[src/rtl/instr_fetch.sv]
`default_nettype none
// ============================================================================
// Module      : instr_fetch
// Description : Fetch/sequencing stage. Reads the instruction at the current
//               PC from a writable program memory, hands it to execute over a
//               valid/ready handshake and pulses the PC enable to advance.
// Revision    : 1.0 - initial release
// ============================================================================
module instr_fetch #(
    parameter int                ADDR_W  = 4,
    parameter int                DATA_W  = 8,
    parameter int                DEPTH   = 16,
    parameter logic [DATA_W-1:0] HALT_OP = 8'hFF,
    parameter logic [DATA_W-1:0] JMP0_OP = 8'h01
) (
    input  logic              clk_i,
    input  logic              rst_ni,
    input  logic              run_i,
    input  logic [ADDR_W-1:0] pc_i,
    input  logic              prog_we_i,
    input  logic [ADDR_W-1:0] prog_addr_i,
    input  logic [DATA_W-1:0] prog_data_i,
    input  logic              ex_ready_i,
    output logic [DATA_W-1:0] ir_o,
    output logic              ir_valid_o,
    output logic              pc_en_o,
    output logic              halted_o,
    output logic [7:0]        instr_cnt_o
);

    typedef enum logic [2:0] {
        S_IDLE    = 3'd0,
        S_FETCH   = 3'd1,
        S_DECODE  = 3'd2,
        S_WAIT_EX = 3'd3,
        S_ADVANCE = 3'd4,
        S_HALT    = 3'd5
    } state_t;

    state_t            r_state;
    state_t            w_state_nxt;
    logic [DATA_W-1:0] r_mem [DEPTH];
    logic [DATA_W-1:0] r_rd_data;
    logic [DATA_W-1:0] r_ir;
    logic              r_ir_valid;
    logic              r_pc_en;
    logic              r_halted;
    logic [7:0]        r_cnt;
    logic              w_is_halt;
    logic              w_xfer;

    // An aliased HALT/JMP0 encoding is treated as a jump, never a stop.
    assign w_is_halt = (r_rd_data == HALT_OP) && (HALT_OP != JMP0_OP);
    assign w_xfer    = (r_state == S_WAIT_EX) && ex_ready_i;

    // Program memory: not reset; read-before-write on a same-address collision.
    always_ff @(posedge clk_i) begin
        if (prog_we_i) begin
            r_mem[prog_addr_i] <= prog_data_i;
        end
        if (r_state == S_FETCH) begin
            r_rd_data <= r_mem[pc_i];
        end
    end

    always_ff @(posedge clk_i or negedge rst_ni) begin
        if (!rst_ni) begin
            r_state <= S_IDLE;
        end else begin
            r_state <= w_state_nxt;
        end
    end

    always_comb begin
        w_state_nxt = r_state;
        case (r_state)
            S_IDLE:    if (run_i) w_state_nxt = S_FETCH;
            S_FETCH:   w_state_nxt = S_DECODE;
            S_DECODE:  w_state_nxt = w_is_halt ? S_HALT : S_WAIT_EX;
            S_WAIT_EX: if (ex_ready_i) w_state_nxt = S_ADVANCE;
            S_ADVANCE: w_state_nxt = run_i ? S_FETCH : S_IDLE;
            S_HALT:    w_state_nxt = S_HALT;
            default:   w_state_nxt = S_IDLE;
        endcase
    end

    // pc_en comes straight from a flop because it clocks the PC.
    always_ff @(posedge clk_i or negedge rst_ni) begin
        if (!rst_ni) begin
            r_ir       <= '0;
            r_ir_valid <= 1'b0;
            r_pc_en    <= 1'b0;
            r_halted   <= 1'b0;
            r_cnt      <= 8'd0;
        end else begin
            r_pc_en <= w_xfer;
            if (r_state == S_DECODE) begin
                r_ir <= r_rd_data;
                if (w_is_halt) begin
                    r_halted <= 1'b1;
                end else begin
                    r_ir_valid <= 1'b1;
                end
            end
            if (w_xfer) begin
                r_ir_valid <= 1'b0;
                r_cnt      <= r_cnt + 8'd1;
            end
        end
    end

    assign ir_o        = r_ir;
    assign ir_valid_o  = r_ir_valid;
    assign pc_en_o     = r_pc_en;
    assign halted_o    = r_halted;
    assign instr_cnt_o = r_cnt;

endmodule
`default_nettype wire

[config.mk]
export PLATFORM = sky130hd
export DESIGN_NAME = instr_fetch
export DESIGN_NICKNAME = d
export VERILOG_FILES = /design/src/rtl/instr_fetch.sv
export SDC_FILE = /design/constraint.sdc
export NUM_CORES = 1
export LEC_CHECK = 0
export ABC_CLOCK_PERIOD_IN_PS = 2300
export CAP_MARGIN = 25
export CORE_ASPECT_RATIO = 0.75
export CORE_MARGIN = 10
export CORE_UTILIZATION = 50
export DETAILED_ROUTE_END_ITERATION = 10
export GPL_TIMING_DRIVEN = 0
export HOLD_SLACK_MARGIN = 0.05
export PLACE_DENSITY = 0.69
export SLEW_MARGIN = 20
export SYNTH_ARGS = -nofsm -noshare
export SYNTH_HDL_FRONTEND = slang
export SYNTH_SLANG_ARGS = --single-unit
export TNS_END_PERCENT = 10
[constraint.sdc]
create_clock -name clk_i -period 2.3 [get_ports clk_i]
set_clock_uncertainty 0.2 [all_clocks]
set_input_delay 0.46 -clock clk_i [delete_from_list [all_inputs] [get_ports clk_i]]
set_output_delay 0.46 -clock clk_i [all_outputs]
set_load 0.005 [all_outputs]
After elaboration in Yosys (flattened, before gate mapping)
Memory sizes are Yosys's and may differ from the RTL's. A register that Yosys moved wholly into a read port is not among the register bits.
Index checks and enable logic that the tools add are counted.

storage, ports and cells
  memories kept = 1
  input bits = 21
  register bits after elaboration = 22
  bits in writable memories = 128

memory list
  memory  depth  bits a word  read ports  clocked after memory_dff  wr ports  RTL line  source
  r_mem   16     8            1           1                         1         42        logic [DATA_W-1:0] r_mem [DEPTH];

operators by class
  $add $sub $neg = 1
  mux-type cells = 10
  reduce and logical (&&, ||, !) cells = 6
  equal/unequal tests = 9

operator list
  cell                                                                      number
  3-bit one-hot mux with 6 select lines                                     1
  3-bit two-way mux                                                         3
  8-bit by 1-bit adder with 8-bit output (second input constant)            1
  8-bit == test (second input constant)                                     1
  3-bit by 2-bit == test with 1-bit output (second input constant)          2
  3-bit == test (second input constant)                                     2
  1-bit two-way mux                                                         6
  2-bit AND reduction                                                       3
  2-bit inequality test (second input constant)                             2
  3-bit by 1-bit == test with 1-bit output (second input constant)          1
  3-bit logical NOT                                                         1
  2-bit by 1-bit inequality test with 1-bit output (second input constant)  1
  2-bit nonzero test                                                        1
  1-bit logical AND                                                         1

Depth between registers and ports, before layout
Gate-level depths: netlist of the first run.

  depth after elaboration = 4
  mapped depth = 5
  gate-level depth less buffers = 4

Worst setup path before layout of the first run
Ideal clock, no wire load.

  path kind = in2reg
  start = in prog_addr_i[2]
  end = mem r_mem[0][0], enable pin
  arrival = 1.570 ns
  cell stages on the path = 2
  slack = 0.147 ns
  data required time = 1.717 ns
  cell sequence = or3b_2 -> nor3_1

RTL lines
  element      RTL line  source
  from (decl)  21        input logic [ADDR_W-1:0] prog_addr_i,
  to (decl)    42

No word-level cell before the write port.

Worst setup path after layout of the first run
  start = in prog_we_i
  end = mem r_mem[0][2], enable pin

between the ends
  cells in the longest elaborated chain, start to end = 2

RTL lines
  element                                  RTL line  source
  from (decl)                              20        input logic prog_we_i,
  1-bit two-way mux                        58        if (prog_we_i) begin
  1-bit two-way mux (not written as such)  59        r_mem[prog_addr_i] <= prog_data_i;

Every way passes these cells.

==> results.json, run 1 <==
{
  "outcome": "completed",
  "diodes": 0,
  "drc_errors": 0,
  "die_y_um": 116,
  "clkSlewWorstSetupHoldPaths_ps": 60,
  "std_cell_rows": 35,
  "min_path_type": "primary input to asynchronous set/reset pin",
  "synth_compound_area_share_pct": 2.95,
  "gr-usage-all-layers_pct": 13.8,
  "fin_util_pct": 60.8,
  "n_fill_cell": 868,
  "end_kind": "flop",
  "p_switching_w": 0.00157,
  "rsz0062_at_grt": "yes",
  "fin_crit_sh_pct": 99.8,
  "synth_mux_area_share_pct": 14.0,
  "grt_first_pass_wirelength_um": 17600,
  "setup_viol": 0,
  "gp_congestion": 0.782,
  "cap_viol_max_count": 0,
  "start_util_pct": 50.6,
  "viasPerCell": 5.66,
  "timing_worst_setup_path_type": "primary input to flop",
  "ir_drop_v": 0.000664,
  "synthesis.instances": 307,
  "synth_fa_ha_area_share_pct": 0.203,
  "grt_max_degree": 23,
  "dieArea_mm2": 0.0172,
  "max_freq_mhz": 436,
  "pwr-share-comb_pct": 12.5,
  "fin_nets": 388,
  "antenna_found_initial": 0,
  "clockPowerShare_pct": 39.0,
  "rr_startpoint": "r_mem[5][0]",
  "worstPathArrival_ps": 2130,
  "cts_sinks": 158,
  "die_x_um": 148,
  "grt_pass1_vias": 3112,
  "power_frac_seq_pct": 48.4,
  "intPower_w": 0.00569,
  "cts_made_buffers": 17,
  "yosys_most_used_dff": "edfxtp_1",
  "final_common_cell": "edfxtp_1",
  "drive_above_1_share_pct": 19.5,
  "hold_buffers": 0,
  "worst_pin_slew_ps": 812,
  "layout_setup_ws_ps": 5.59,
  "yosysTopAreaCellShare_pct": 66.3,
  "synthSimpleGateAreaFrac_pct": 4.80,
  "path_delay_family": "simple AND/OR/NAND/NOR gates",
  "worstRegToRegCells": 3,
  "slowest_delay_ps": 590,
  "cts_tree": "done",
  "syn_avg_cell_area_um2": 20.1,
  "clk_latency_ps": 410,
  "drtIter0Drc": 205,
  "cts_max_level": 4,
  "syn_to_final_growth_pct": 20.1,
  "cp_data_required_time_ps": 2140,
  "synth_xor_area_share_pct": 0.996,
  "reg2reg_to": "r_rd_data[0]",
  "leakage_nw": 2.55,
  "port_buffers": 38,
  "clock_tree.root_cell": "clkbuf_16",
  "ios": 40,
  "layout_common_cells": "136 x edfxtp_1, 38 x clkdlybuf4s50_1, 22 x dfrtp_1",
  "startpoint": "prog_we_i",
  "crit_fanout": 8,
  "startpoint_type": "primary input",
  "cp-endpoint": "r_mem[0][2]",
  "ys_types": 34,
  "maxSlewHeadroom_pct": 45.7,
  "r2r_slack_ps": 480,
  "place_ws_ps": -459,
  "netlist_area_mm2": 0.00616,
  "powerDensity_mw_per_mm2": 982,
  "yosysWarnings": 0,
  "ys_ff_latch": 158,
  "drtAntennaViolNets": 0,
  "drt-total-wl_um": 11300,
  "finalHoldViolations": 0,
  "crit_chain": "clkdlybuf4s50_1 > or3b_2 > nor3_2",
  "hpwl_um": 7420,
  "synth_largest_area_cell": "edfxtp_1",
  "crit_buf_inv": 1,
  "crit_cells": 3,
  "slowest_stage": "nor3_2",
  "clock_path_buffers": 2,
  "p_sw_share_pct": 21.6,
  "syn_nets": 329,
  "synth_top_family_by_area": "multiplexers",
  "core_area_mm2": 0.0122,
  "report.final.slew_viol_count": 0,
  "ys_top_cells_by_area": "edfxtp_1 66%, dfrtp_1 8.9%, mux4_2 6.6%",
  "fin_crit_ps": 2290,
  "power_w": 0.00726,
  "overflow": 0,
  "async_reset_ff_share_pct": 13.9,
  "firstDrtPassIters": 5,
  "synth_seq_area_share_pct": 75.3,
  "vias": 3082,
  "post_drt_wl_per_cell_um": 20.6,
  "synth_edf_count": 136
}
[cell families after synthesis]
| family | count (synthesis) |
|---|---|
| DFF | 158 |
| adders and majority gates | 1 |
| buffers and inverters | 15 |
| and+or+nand+nor | 60 |
| xor gates and xnor gates | 7 |
| muxes | 40 |
| AOI/OAI and AO/OA | 26 |
[per-layer routing]
metal	global-route usage, %	part of all wire (%)	vias to the layer above
met3	4.22	6.8	19
met1	18.5	46	1566
met2	20.9	45	121
li1	-	-	1376
met4	5.34	1.6	0
met5	0	0	-
[worst register-to-register path: stages, from the launching register on]
cell	delay, ps
edfxtp_1	350
mux4_1	570
a22oi_1	320
nand2_1	120
[synth_stat cells (all sizes together), types with 3 or more instances]
cell type	n
a22oi	16
buf	9
clkdlybuf4s25	3
dfrtp	22
edfxtp	136
inv	3
mux2	8
mux4	32
nand2	17
nand3	3
nand4	5
nor2	15
nor2b	3
nor3	6
o21ai	4
xnor2	4
xor2	3
[repair_timing]
action                     CTS  global route
resized for setup            1             2
setup buffers                0             0
setup endpoints to repair   10            25
[area by class of cell]
cell class,instances,area (µm²),share of cell area [%]
Buffer,12,98.8,1.34
Timing Repair Buffer,40,400,5.41
Tap cell,166,208,2.81
Clock inverter,12,168,2.27
Multi-Input combinational cell,134,1440,19.5
Sequential cell,158,4630,62.7
Clock buffer,20,437,5.90
Inverter,3,11.3,0.152
[power by group through the flow]
stage | clock network, W | registers, W | logic, W
2_1_floorplan | 0 | 0.00356 | 0.000466
3_3_place_gp | 0 | 0.00356 | 0.000883
3_5_place_dp | 0 | 0.00358 | 0.000906
4_1_cts | 0.00289 | 0.00352 | 0.000915
5_1_grt | 0.00302 | 0.00355 | 0.00101
6_report | 0.00283 | 0.00352 | 0.000911
[flip-flops by register name, summed over array words and instances, names as in the netlist]
| signal | flops |
|---|---|
| pc_en_o | 1 |
| halted_o | 1 |
| r_state | 3 |
| r_rd_data | 8 |
| instr_cnt_o | 8 |
| ir_valid_o | 1 |
| r_mem | 128 |
| ir_o | 8 |
[stage by stage]
stage | cells | TNS [ps] | instance area, µm² | hold WS (ps)
2_1_floorplan | 307 | 0 | 6160 | -35.6
3_3_place_gp | 511 | -40020 | 6740 | 239
3_5_place_dp | 511 | -37270 | 6760 | 247
4_1_cts | 543 | -62.5 | 7370 | 257
5_1_grt | 545 | -892 | 7400 | 90.0
6_report | 545 | 0 | 7400 | 83.9
[worst min path at each step]
stage / startpoint / to / slack, ps / cells past startpoint
after floorplan: rst_ni / halted_o / -40 / 0
after global placement: halted_o / halted_o / 240 / 1
after detailed placement: halted_o / halted_o / 250 / 1
after CTS: halted_o / halted_o / 260 / 1
after global routing: rst_ni / ir_o[3] / 90 / 1
final: rst_ni / ir_o[0] / 80 / 1
Note: power is estimated with default switching activity, not from simulation.
==> run 2: changes to the inputs <==
SLEW_MARGIN = 40   (was 20)
==> run 2 against run 1 <==
Largest cell class unchanged. Flip-flop and latch count unchanged. Worst hold slack better by 170 ps. Core utilization hardly changed. Cell count down 0.18%. The run now ends with setup timing left. Combinational power decreased by 0.8%. Die area is the same. Critical path depth unchanged. Critical path type unchanged. Via count shrank 2.2%. Highest routed layer unchanged. First-iteration DRC count up 15%.
==> results.json, run 2 (synthesis gave the netlist of run 1 again) <==
{
  "cap_viol_max_count": 0,
  "largest-register": "r_mem",
  "crit_fanout": 8,
  "overflow": 0,
  "clkSlewWorstSetupHoldPaths_ps": 50,
  "fin_nets": 387,
  "drc_errors": 0,
  "cts_sinks": 158,
  "cts_tree": "done",
  "drt-total-wl_um": 11400,
  "worst_pin_slew_ps": 804,
  "worstPathArrival_ps": 2140,
  "fin_crit_sh_pct": 100,
  "grt_pass1_vias": 3152,
  "grt_first_pass_wirelength_um": 17800,
  "ios": 40,
  "max_freq_mhz": 435,
  "place_inst": 511,
  "grt_use_met1_pct": 18.7,
  "post_drt_wl_per_cell_um": 20.9,
  "slowest_delay_ps": 590,
  "failed_checks": "setup timing",
  "diodes": 0,
  "end_kind": "flop",
  "clock_tree.root_cell": "clkbuf_16",
  "timing.hold.ws_ps": 257,
  "crit_chain": "clkdlybuf4s50_1 > or3b_2 > nor3_2",
  "die_x_um": 148,
  "layout_common_cells": "136 x edfxtp_1, 37 x clkdlybuf4s50_1, 22 x dfrtp_1",
  "antenna_found_initial": 0,
  "slowest_stage": "nor3_2",
  "drtAntennaViolNets": 0,
  "fin_cells": 544,
  "grt_busiest_layer": "met2",
  "cts_max_level": 4,
  "cp_data_required_time_ps": 2140,
  "startpoint_type": "primary input",
  "layout_setup_ws_ps": -0.100,
  "port_buffers": 38,
  "gr-usage-all-layers_pct": 14.1,
  "std_cell_rows": 35,
  "tns_ps": -0.100,
  "firstDrtPassIters": 5,
  "met2_usage_pct": 20.8,
  "syn_to_final_growth_pct": 20.1,
  "hpwl_um": 7420,
  "drive_above_1_share_pct": 20.1,
  "leakage_nw": 2.54,
  "maxSlewHeadroom_pct": 46.2,
  "powerDensity_mw_per_mm2": 982,
  "clock_path_buffers": 2,
  "core_area_mm2": 0.0122,
  "start_util_pct": 50.6,
  "setup_viol": 1,
  "final_common_cell": "edfxtp_1",
  "largest_reg_flops": 128,
  "grt_max_degree": 23,
  "viasPerCell": 5.54,
  "report.final.slew_viol_count": 0,
  "rsz0062_at_grt": "yes",
  "drtIter0Drc": 235,
  "fin_crit_ps": 2300,
  "clk_latency_ps": 420,
  "timing_worst_setup_path_type": "primary input to flop",
  "n_fill_cell": 889,
  "met3_usage_pct": 4.53,
  "finalHoldViolations": 0,
  "outcome": "complete, but fails checks",
  "gp_congestion": 0.782,
  "die_y_um": 116,
  "cts_made_buffers": 17,
  "vias": 3014,
  "post_cts_buffers": 0,
  "ir_drop_v": 0.000687,
  "dieArea_mm2": 0.0172,
  "min_path_type": "flop to flop"
}
-- run 2: final timing paths --
| check | from | end | slack [ps] | cells past startpoint |
|---|---|---|---|---|
| max | prog_we_i | r_mem[0][2] | -0.1 | 3 |
| min | halted_o | halted_o | 260 | 1 |
| max reg2reg | r_mem[5][0] | r_rd_data[0] | 480 | 3 |
| min reg2reg | halted_o | halted_o | 260 | 1 |
| max in group asynchronous | rst_ni | r_state[0] | 1240 | 2 |
| min in group asynchronous | rst_ni | ir_o[0] | 340 | 2 |
-- run 2: repair_timing --
item                                   in CTS  in global routing
endpoints found under the hold margin      22                  0
hold buffers                                1                  0
resized for setup                           2                  3
setup endpoints to repair                  13                 21
-- run 2: where the power goes --
group	switching [W]	internal, W	leakage, nW	total, W
sequential	0.000138	0.00338	1.51	0.00352
clock	0.00103	0.00181	0.289	0.00284
combinational	0.000404	0.000500	0.738	0.000904
total	0.00157	0.00569	2.54	0.00726
-- run 2: layer usage --
layer	routed length (µm)	share of wire, %	vias to the layer above
met5	0	0	-
met4	129	1.1	0
met3	1120	9.8	6
met2	5290	46	127
met1	4840	43	1508
li1	-	-	1373
-- run 2: worst max-delay path: cells and delay by family --
family / cells / cell delay [ps]
buffers and inverters: 1 / 530
AND/OR/NAND/NOR: 2 / 1140
-- run 2: final cells by class --
cell class	count	area, µm²	area share [%]
Sequential cell	158	4630	62.7
Multi-Input combinational cell	134	1450	19.6
Clock buffer	21	440	5.96
Timing Repair Buffer	39	385	5.21
Tap cell	166	208	2.81
Clock inverter	11	166	2.25
Buffer	12	98.8	1.34
Inverter	3	11.3	0.152
-- run 2: through the flow --
step | instance area (µm²) | power, W | utilization (%) | setup WS [ps]
global placement | 6740 | 0.00445 | 55.4 | -828
finish | 7390 | 0.00726 | 60.7 | -0.100
global route | 7390 | 0.00759 | 60.7 | -55.0
detailed placement | 6760 | 0.00449 | 55.6 | -474
CTS | 7390 | 0.00733 | 60.7 | 6.27
floorplan | 6160 | 0.00402 | - | 147
